<file path="src/rtl/tpu_pkg.sv">
`default_nettype none
// ============================================================================
// Module      : tpu_pkg
// Description : Shared definitions for the systolic-array feed path:
//               sequencer state encoding, default geometry constants and
//               the tile-length decode helper.
// Revision    : 1.0 - initial release
// ============================================================================
package tpu_pkg;

    localparam int DEF_LANES  = 4;   // FIFO lanes per operand
    localparam int DEF_DEPTH  = 8;   // entries per FIFO
    localparam int DEF_ADDR_W = 10;  // SRAM word-address width
    localparam int CFG_LEN_W  = 4;   // width of the cfg_len field

    typedef enum logic [2:0] {
        ST_IDLE  = 3'd0,
        ST_LOAD  = 3'd1,
        ST_DRAIN = 3'd2,
        ST_FEED  = 3'd3,
        ST_FIN   = 3'd4
    } state_t;

    // A programmed length of zero selects a full-depth tile.
    function automatic logic [CFG_LEN_W-1:0] eff_len(input logic [CFG_LEN_W-1:0] cfg,
                                                     input int depth);
        return (cfg == '0) ? CFG_LEN_W'(depth) : cfg;
    endfunction

endpackage : tpu_pkg
`default_nettype wire

</file>
<file path="src/rtl/tile_feed_ctrl_skew_rd_gen.sv">
`default_nettype none
// ============================================================================
// Module      : skew_rd_gen
// Description : Feed counter plus per-lane pop window. While en is high the
//               counter t advances every cycle; lane l pops while
//               l <= t < l+len, giving the diagonal skew the array expects.
//               t clears whenever en is low.
// Ports       : clk, rst  - clock, synchronous active-high reset
//               en        - feed phase active
//               len       - entries per lane (1..DEPTH)
//               rd_en     - per-lane pop strobes
//               last      - high in the final cycle of the feed window
// Revision    : 1.0 - initial release
// ============================================================================
module skew_rd_gen
    import tpu_pkg::*;
#(
    parameter int LANES = DEF_LANES,
    parameter int LEN_W = CFG_LEN_W,
    parameter int T_W   = 4
) (
    input  logic             clk,
    input  logic             rst,
    input  logic             en,
    input  logic [LEN_W-1:0] len,
    output logic [LANES-1:0] rd_en,
    output logic             last
);

    logic [T_W-1:0] r_t;
    logic [T_W-1:0] w_len_x;

    assign w_len_x = T_W'(len);

    always_ff @(posedge clk) begin
        if (rst) begin
            r_t <= '0;
        end else if (en) begin
            r_t <= r_t + T_W'(1);
        end else begin
            r_t <= '0;
        end
    end

    for (genvar l = 0; l < LANES; l++) begin : g_lane
        assign rd_en[l] = en && (r_t >= T_W'(l)) && (r_t < (T_W'(l) + w_len_x));
    end

    // Window closes after t = len + LANES - 2.
    assign last = en && (r_t == (w_len_x + T_W'(LANES - 2)));

endmodule : skew_rd_gen
`default_nettype wire

</file>
<file path="src/rtl/tile_feed_ctrl.sv">
`default_nettype none
// ============================================================================
// Module      : tile_feed_ctrl
// Description : Systolic-array input sequencer. On an accepted start it
//               streams a data tile then a weight tile from the operand SRAM
//               into LANES data and LANES weight FIFOs (one lane at a time,
//               honouring fifo_full), then drains the FIFOs into the array
//               with a diagonal skew.
// Ports       : clk, rst            - clock, synchronous active-high reset
//               start, abort        - command strobe / cancel
//               cfg_*               - tile base addresses and length
//               fifo_full/empty     - FIFO status, data lanes in low half
//               sram_ren/raddr      - SRAM read port (1-cycle latency)
//               fifo_wr_en          - one-hot FIFO push, aligned to SRAM data
//               fifo_rd_en          - per-lane pop (data and weight together)
//               sys_valid           - array input valid
//               busy, done, cmd_err - status
// Revision    : 1.0 - initial release
// ============================================================================
module tile_feed_ctrl
    import tpu_pkg::*;
#(
    parameter int DATA_W = 16,
    parameter int LANES  = DEF_LANES,
    parameter int DEPTH  = DEF_DEPTH,
    parameter int ADDR_W = DEF_ADDR_W
) (
    input  logic                 clk,
    input  logic                 rst,
    input  logic                 start,
    input  logic                 abort,
    input  logic [ADDR_W-1:0]    cfg_data_addr,
    input  logic [ADDR_W-1:0]    cfg_weight_addr,
    input  logic [3:0]           cfg_len,
    input  logic [2*LANES-1:0]   fifo_full,
    input  logic [2*LANES-1:0]   fifo_empty,
    output logic                 sram_ren,
    output logic [ADDR_W-1:0]    sram_raddr,
    output logic [2*LANES-1:0]   fifo_wr_en,
    output logic [LANES-1:0]     fifo_rd_en,
    output logic                 sys_valid,
    output logic                 busy,
    output logic                 done,
    output logic                 cmd_err
);

    localparam int Q_W   = (2 * LANES > 2) ? $clog2(2 * LANES) : 1;
    localparam int T_RAW = $clog2(DEPTH + LANES);
    localparam int T_W   = (T_RAW > CFG_LEN_W) ? T_RAW : CFG_LEN_W;

    localparam logic [Q_W-1:0] C_Q_LAST = Q_W'(2 * LANES - 1);
    localparam logic [Q_W-1:0] C_Q_HALF = Q_W'(LANES - 1);

    // Reject geometries the control path cannot represent.
    if (DATA_W < 1 || LANES < 1 || DEPTH < 1 || DEPTH > 15 || ADDR_W < 1) begin : g_bad_params
        $error("tile_feed_ctrl: unsupported parameter set");
    end

    state_t                 r_state;
    logic [Q_W-1:0]         r_q;            // lane being loaded, 0..2*LANES-1
    logic [CFG_LEN_W-1:0]   r_k;            // entry within lane
    logic [CFG_LEN_W-1:0]   r_len;
    logic [ADDR_W-1:0]      r_off;          // (q mod LANES)*len + k, kept incrementally
    logic [ADDR_W-1:0]      r_data_base;
    logic [ADDR_W-1:0]      r_weight_base;
    logic [2*LANES-1:0]     r_wr_en;
    logic                   r_done;
    logic                   r_cmd_err;

    logic                   w_ren;
    logic [ADDR_W-1:0]      w_base;
    logic                   w_feed_en;
    logic                   w_feed_last;

    assign w_ren     = (r_state == ST_LOAD) && !fifo_full[r_q];
    assign w_base    = (r_q <= C_Q_HALF) ? r_data_base : r_weight_base;
    assign w_feed_en = (r_state == ST_FEED);

    always_ff @(posedge clk) begin
        if (rst) begin
            r_state       <= ST_IDLE;
            r_q           <= '0;
            r_k           <= '0;
            r_len         <= '0;
            r_off         <= '0;
            r_data_base   <= '0;
            r_weight_base <= '0;
            r_wr_en       <= '0;
            r_done        <= 1'b0;
            r_cmd_err     <= 1'b0;
        end else begin
            r_done    <= 1'b0;
            r_cmd_err <= 1'b0;

            // Push strobe trails the read by the SRAM latency.
            r_wr_en <= '0;
            if (w_ren) begin
                r_wr_en[r_q] <= 1'b1;
            end

            case (r_state)
                ST_IDLE: begin
                    if (start) begin
                        if (&fifo_empty) begin
                            r_data_base   <= cfg_data_addr;
                            r_weight_base <= cfg_weight_addr;
                            r_len         <= eff_len(cfg_len, DEPTH);
                            r_q           <= '0;
                            r_k           <= '0;
                            r_off         <= '0;
                            r_state       <= ST_LOAD;
                        end else begin
                            r_cmd_err <= 1'b1;
                        end
                    end
                end

                ST_LOAD: begin
                    if (w_ren) begin
                        if (r_k == (r_len - CFG_LEN_W'(1))) begin
                            r_k <= '0;
                            // Offset restarts when moving from data to weight lanes.
                            r_off <= (r_q == C_Q_HALF) ? '0 : (r_off + ADDR_W'(1));
                            if (r_q == C_Q_LAST) begin
                                r_state <= ST_DRAIN;
                            end else begin
                                r_q <= r_q + Q_W'(1);
                            end
                        end else begin
                            r_k   <= r_k + CFG_LEN_W'(1);
                            r_off <= r_off + ADDR_W'(1);
                        end
                    end
                end

                ST_DRAIN: begin
                    r_state <= ST_FEED;
                end

                ST_FEED: begin
                    if (w_feed_last) begin
                        r_done  <= 1'b1;
                        r_state <= ST_FIN;
                    end
                end

                ST_FIN: begin
                    r_state <= ST_IDLE;
                end

                default: begin
                    r_state <= ST_IDLE;
                end
            endcase

            // Cancellation wins over everything above, including an
            // in-flight push from the abort cycle.
            if (abort && (r_state != ST_IDLE)) begin
                r_state <= ST_IDLE;
                r_wr_en <= '0;
                r_done  <= 1'b0;
            end
        end
    end

    skew_rd_gen #(
        .LANES (LANES),
        .LEN_W (CFG_LEN_W),
        .T_W   (T_W)
    ) u_skew (
        .clk   (clk),
        .rst   (rst),
        .en    (w_feed_en),
        .len   (r_len),
        .rd_en (fifo_rd_en),
        .last  (w_feed_last)
    );

    assign sram_ren   = w_ren;
    assign sram_raddr = (r_state == ST_LOAD) ? (w_base + r_off) : '0;
    assign fifo_wr_en = r_wr_en;
    assign sys_valid  = |fifo_rd_en;
    assign busy       = (r_state != ST_IDLE);
    assign done       = r_done;
    assign cmd_err    = r_cmd_err;

endmodule : tile_feed_ctrl
`default_nettype wire

</file>
<file path="config.mk">
export PLATFORM = sky130hd
export DESIGN_NAME = tile_feed_ctrl
export DESIGN_NICKNAME = d
export VERILOG_FILES = /design/src/rtl/tpu_pkg.sv /design/src/rtl/tile_feed_ctrl_skew_rd_gen.sv /design/src/rtl/tile_feed_ctrl.sv
export SDC_FILE = /design/constraint.sdc
export NUM_CORES = 1
export LEC_CHECK = 0
export ABC_AREA = 1
export ABC_CLOCK_PERIOD_IN_PS = 4600
export CAP_MARGIN = 15
export CORE_UTILIZATION = 69
export CTS_CLUSTER_DIAMETER = 200
export CTS_CLUSTER_SIZE = 40
export DETAILED_ROUTE_END_ITERATION = 8
export DONT_BUFFER_PORTS = 1
export PLACE_DENSITY = 0.84
export SLEW_MARGIN = 20
export SYNTH_ARGS = -nofsm -noshare
export SYNTH_HDL_FRONTEND = slang
export SYNTH_SLANG_ARGS = --single-unit
</file>
<file path="constraint.sdc">
create_clock -name clk -period 4.6 [get_ports clk]
set_input_delay 1.15 -clock clk [delete_from_list [all_inputs] [get_ports clk]]
set_output_delay 1.15 -clock clk [all_outputs]
set_load 0.005 [all_outputs]
</file>
==> flow_summary_export.csv <==
group,metric,value,unit
synth,ys_warn_count,0,
layout,layout-drive-gt1-share,0.0826,
worst_setup_path,slowest_stage,"fa_1",
clock_tree,clk_pin_slew,70,ps
place,finalWeightedCongestion,0.852,
synth,syn_area_per_cell,7.01,um^2
worst_setup_path,startpoint_type,"flop",
timing,slew_viol_final,0,
synth,synth_top_family_by_area,"simple AND/OR/NAND/NOR gates",
timing,finalSetupViolations,0,
clock_tree,cts_setup_buffers,0,
synth,yosys.area_share.simple,0.267,
timing,slew_headroom,0.364,
drt,routed-wl-met3,526,um
drt,wl_per_cell,13.7,um
clock_tree,ctsHtreeMaxLevel,3,
layout,final_common_cell,"nand2_1",
clock_tree,clockBufferDepth,2,
worst_setup_path,cpPeakStageDelay,410,ps
floorplanning,die-area,5680,um^2
synth,netlist_instances,530,
global_routing,grt_pass1_wl,13100,um
layout,layout.nets,611,
timing,fin_skew,15.0,ps
synth,muxShareOfSynthArea,0,
synth,ys_ff_latch,58,
floorplanning,io_pins,71,
min_path,holdPathStages,2,
synth,synth-adder-area-share,0.133,
synth,synth_sequential_area_ratio,0.313,
place,placed_cell_area,3730,um^2
status,status,"finished clean",
place,dp_hpwl,6240,um
clock_tree,cts-root-buf,"clkbuf_8",
global_routing,grt_max_degree,38,
global_routing,grtUsageTotal,0.306,
clock_tree,cts_tree,"built",
layout,antennaDiodeCount,0,
layout,final_area,3910,um^2
drt,drt-initial-drc-count,161,
worst_setup_path,path_max_fanout,20,
synth,synth_compound_area_frac,0.169,
worst_setup_path,end_kind,"output pin",
layout,seqCellArea,1160,um^2
power_and_ir_drop,clkPwrFrac,0.448,
worst_setup_path,r2r_end,"r_off[3]$_SDFFE_PP0P_",
drt,viasPerCell,5.57,
global_routing,antenna_found_initial,0,
floorplanning,die_width,75.4,um
layout,layout_common_cells,"nand2_1, nor2_1, dfxtp_1, inv_1, a21oi_1",
worst_setup_path,cp.arrival,3140,ps
worst_setup_path,critPathKind,"reg2out",
drt,drc,0,
synth,synthArstFlopShare,0,
drt,routed_wl,8280,um
worst_setup_path,crit_path_cell_trace,"ha_1, ha_1, a21oi_1, buf_6, o21ai_0, ha_1, fa_1, nand3_1, nand2_1, nand2_1, nand2_1, a21oi_1, o21ai_0, a21oi_1",
drt,topRoutingLayerUsed,"met4",
layout,multi_input_area,2230,um^2
synth,synth_edf_count,0,
clock_tree,cts_inserted_buffers,9,
floorplanning,std_cell_rows,26,
drt,wl_met1,3630,um
power_and_ir_drop,seqPwrFrac,0.524,
worst_setup_path,reg2reg_from,"r_len[0]$_SDFFE_PP0P_",
worst_setup_path,r2r_cells,12,
worst_setup_path,r2r_setup_slack,2290,ps
clock_tree,clk_latency,340,ps
floorplanning,core,5140,um^2
power_and_ir_drop,power_density,246,nW/um^2
drt,firstDrtPassIters,5,
timing,tightest_slew,949,ps
min_path,whs_endpoint,"r_data_base[3]$_SDFFE_PP0P_",
synth,synth_xor_area_frac,0.0330,
drt,antenna_left,0,
power_and_ir_drop,power_switching,0.242,mW
timing,period_share,0.933,
layout,n_fill_cell,435,
timing,hold_viol_final,0,
worst_setup_path,worstPathRequired,3450,ps
power_and_ir_drop,switching_share,0.251,
power_and_ir_drop,comb_power_share,0.027,
floorplanning,start_util,0.722,
min_path,hold_class,"reg2reg",
power_and_ir_drop,ir_worst_vdd,0.203,mV
synth,syn_area,3710,um^2
timing,rsz0062_at_grt,"false",
layout,syn_to_final_growth,5.29,%
power_and_ir_drop,p_leak,1.67,nW
run,cap_violations,0,
timing,period_needed,4290,ps
global_routing,grt_pass1_vias,2941,
drt,num_vias,3358,
floorplanning,die_height,75.4,um
drt,routed-wl-met2,3950,um
synth,syn_nets,613,
timing,fmax,233,MHz
worst_setup_path,crit_family,"adder cells",
synth,synth_ff_type,"dfxtp_1",
place,portBuffers,0,
clock_tree,clkSinkCount,58,
synth,yosys.cell_types.count,41,
worst_setup_path,worst-path-buf-inv,1,
min_path,hold_start,"r_data_base[3]$_SDFFE_PP0P_",
timing,tns,0,ps
power_and_ir_drop,power.internal,0.721,mW
global_routing,grt_overflow,0,
-- tightest hold or removal path: cells and delay by family, from the launching register on --
| family | cells | cell delay [ps] |
|---|---|---|
| compound gates | 1 | 50 |
| buf+inv | 1 | 60 |
| flops | 1 | 300 |
-- synth_stat cells, types with 4 or more instances --
| library cell | number | area (um^2) |
|---|---|---|
| nand2_1 | 108 | 405 |
| nor2_1 | 77 | 289 |
| dfxtp_1 | 58 | 1160 |
| inv_1 | 52 | 195 |
| a21oi_1 | 43 | 215 |
| ha_1 | 38 | 475 |
| o21ai_0 | 33 | 165 |
| o21ai_1 | 18 | 90.1 |
| nand3_1 | 13 | 65.1 |
| xor2_1 | 10 | 87.6 |
| inv_2 | 9 | 33.8 |
| nor4_1 | 9 | 56.3 |
| nand4_1 | 7 | 43.8 |
| buf_2 | 6 | 30.0 |
| o21ai_2 | 4 | 35.0 |
| xnor2_1 | 4 | 35.0 |
-- power groups by stage --
| stage | logic, mW | clock network, mW | registers, mW |
|---|---|---|---|
| after global routing | 0.0302 | 0.455 | 0.505 |
| after CTS | 0.0262 | 0.431 | 0.505 |
| final | 0.0264 | 0.432 | 0.505 |
| after detailed placement | 0.0259 | 0 | 0.516 |
| after floorplan | 0.0215 | 0 | 0.516 |
| after global placement | 0.0253 | 0 | 0.516 |
-- cells by family after synthesis --
family / Yosys count
adder cells (fa/ha/maj): 39
buffers and inverters: 76
AND/OR/NAND/NOR: 230
AO/OA/AOI/OAI: 113
XOR/XNOR: 14
flip-flops: 58
-- registers in the layout, indices dropped and copies added (netlist names) --
| name | count |
|---|---|
| cmd_err | 1 |
| r_off | 10 |
| r_k | 4 |
| u_skew.r_t | 4 |
| r_weight_base | 10 |
| done | 1 |
| r_len | 4 |
| r_data_base | 10 |
| r_q | 3 |
| fifo_wr_en | 8 |
| r_state | 3 |
-- layout make-up --
type / instances / area share
multi-input cells: 396 / 0.572
flip-flops and latches: 58 / 0.297
inverters: 62 / 0.0602
clock buffers: 10 / 0.0352
well taps: 70 / 0.0224
clock inverters: 6 / 0.0106
repair buffers: 1 / 0.00288
-- routing by layer --
layer / up-vias / track usage
met4: 0 / 0.121
li1: 1742 / -
met3: 18 / 0.0741
met1: 1482 / 0.382
met2: 116 / 0.509
met5: - / 0
-- how the worst max path moves through the flow --
stage / start / to / cells after the start
after floorplan: r_q[0]$_SDFFE_PP0P_ / sram_raddr[6] / 14
after global placement: r_q[0]$_SDFFE_PP0P_ / sram_raddr[6] / 14
after detailed placement: r_q[0]$_SDFFE_PP0P_ / sram_raddr[6] / 15
after CTS: r_q[0]$_SDFFE_PP0P_ / sram_raddr[6] / 14
after global routing: r_q[1]$_SDFFE_PP0P_ / sram_raddr[6] / 14
final: r_q[0]$_SDFFE_PP0P_ / sram_raddr[6] / 14
-- per-stage QoR --
step	hold WS, ps	worst slack, ps	total power [mW]	std cells	util
6_report	454	309	0.963	603	0.761
5_1_grt	467	63.4	0.990	603	0.761
4_1_cts	454	253	0.962	603	0.760
3_5_place_dp	443	611	0.542	587	0.725
3_3_place_gp	435	706	0.542	587	0.725
2_1_floorplan	425	1020	0.537	530	-
-- repair_timing --
item                                    in CTS  in global routing
hold buffers                                 0                  0
resized for setup                            0                  2
endpoints found under the setup margin       0                  1
Power figures use the tool's default switching activity.
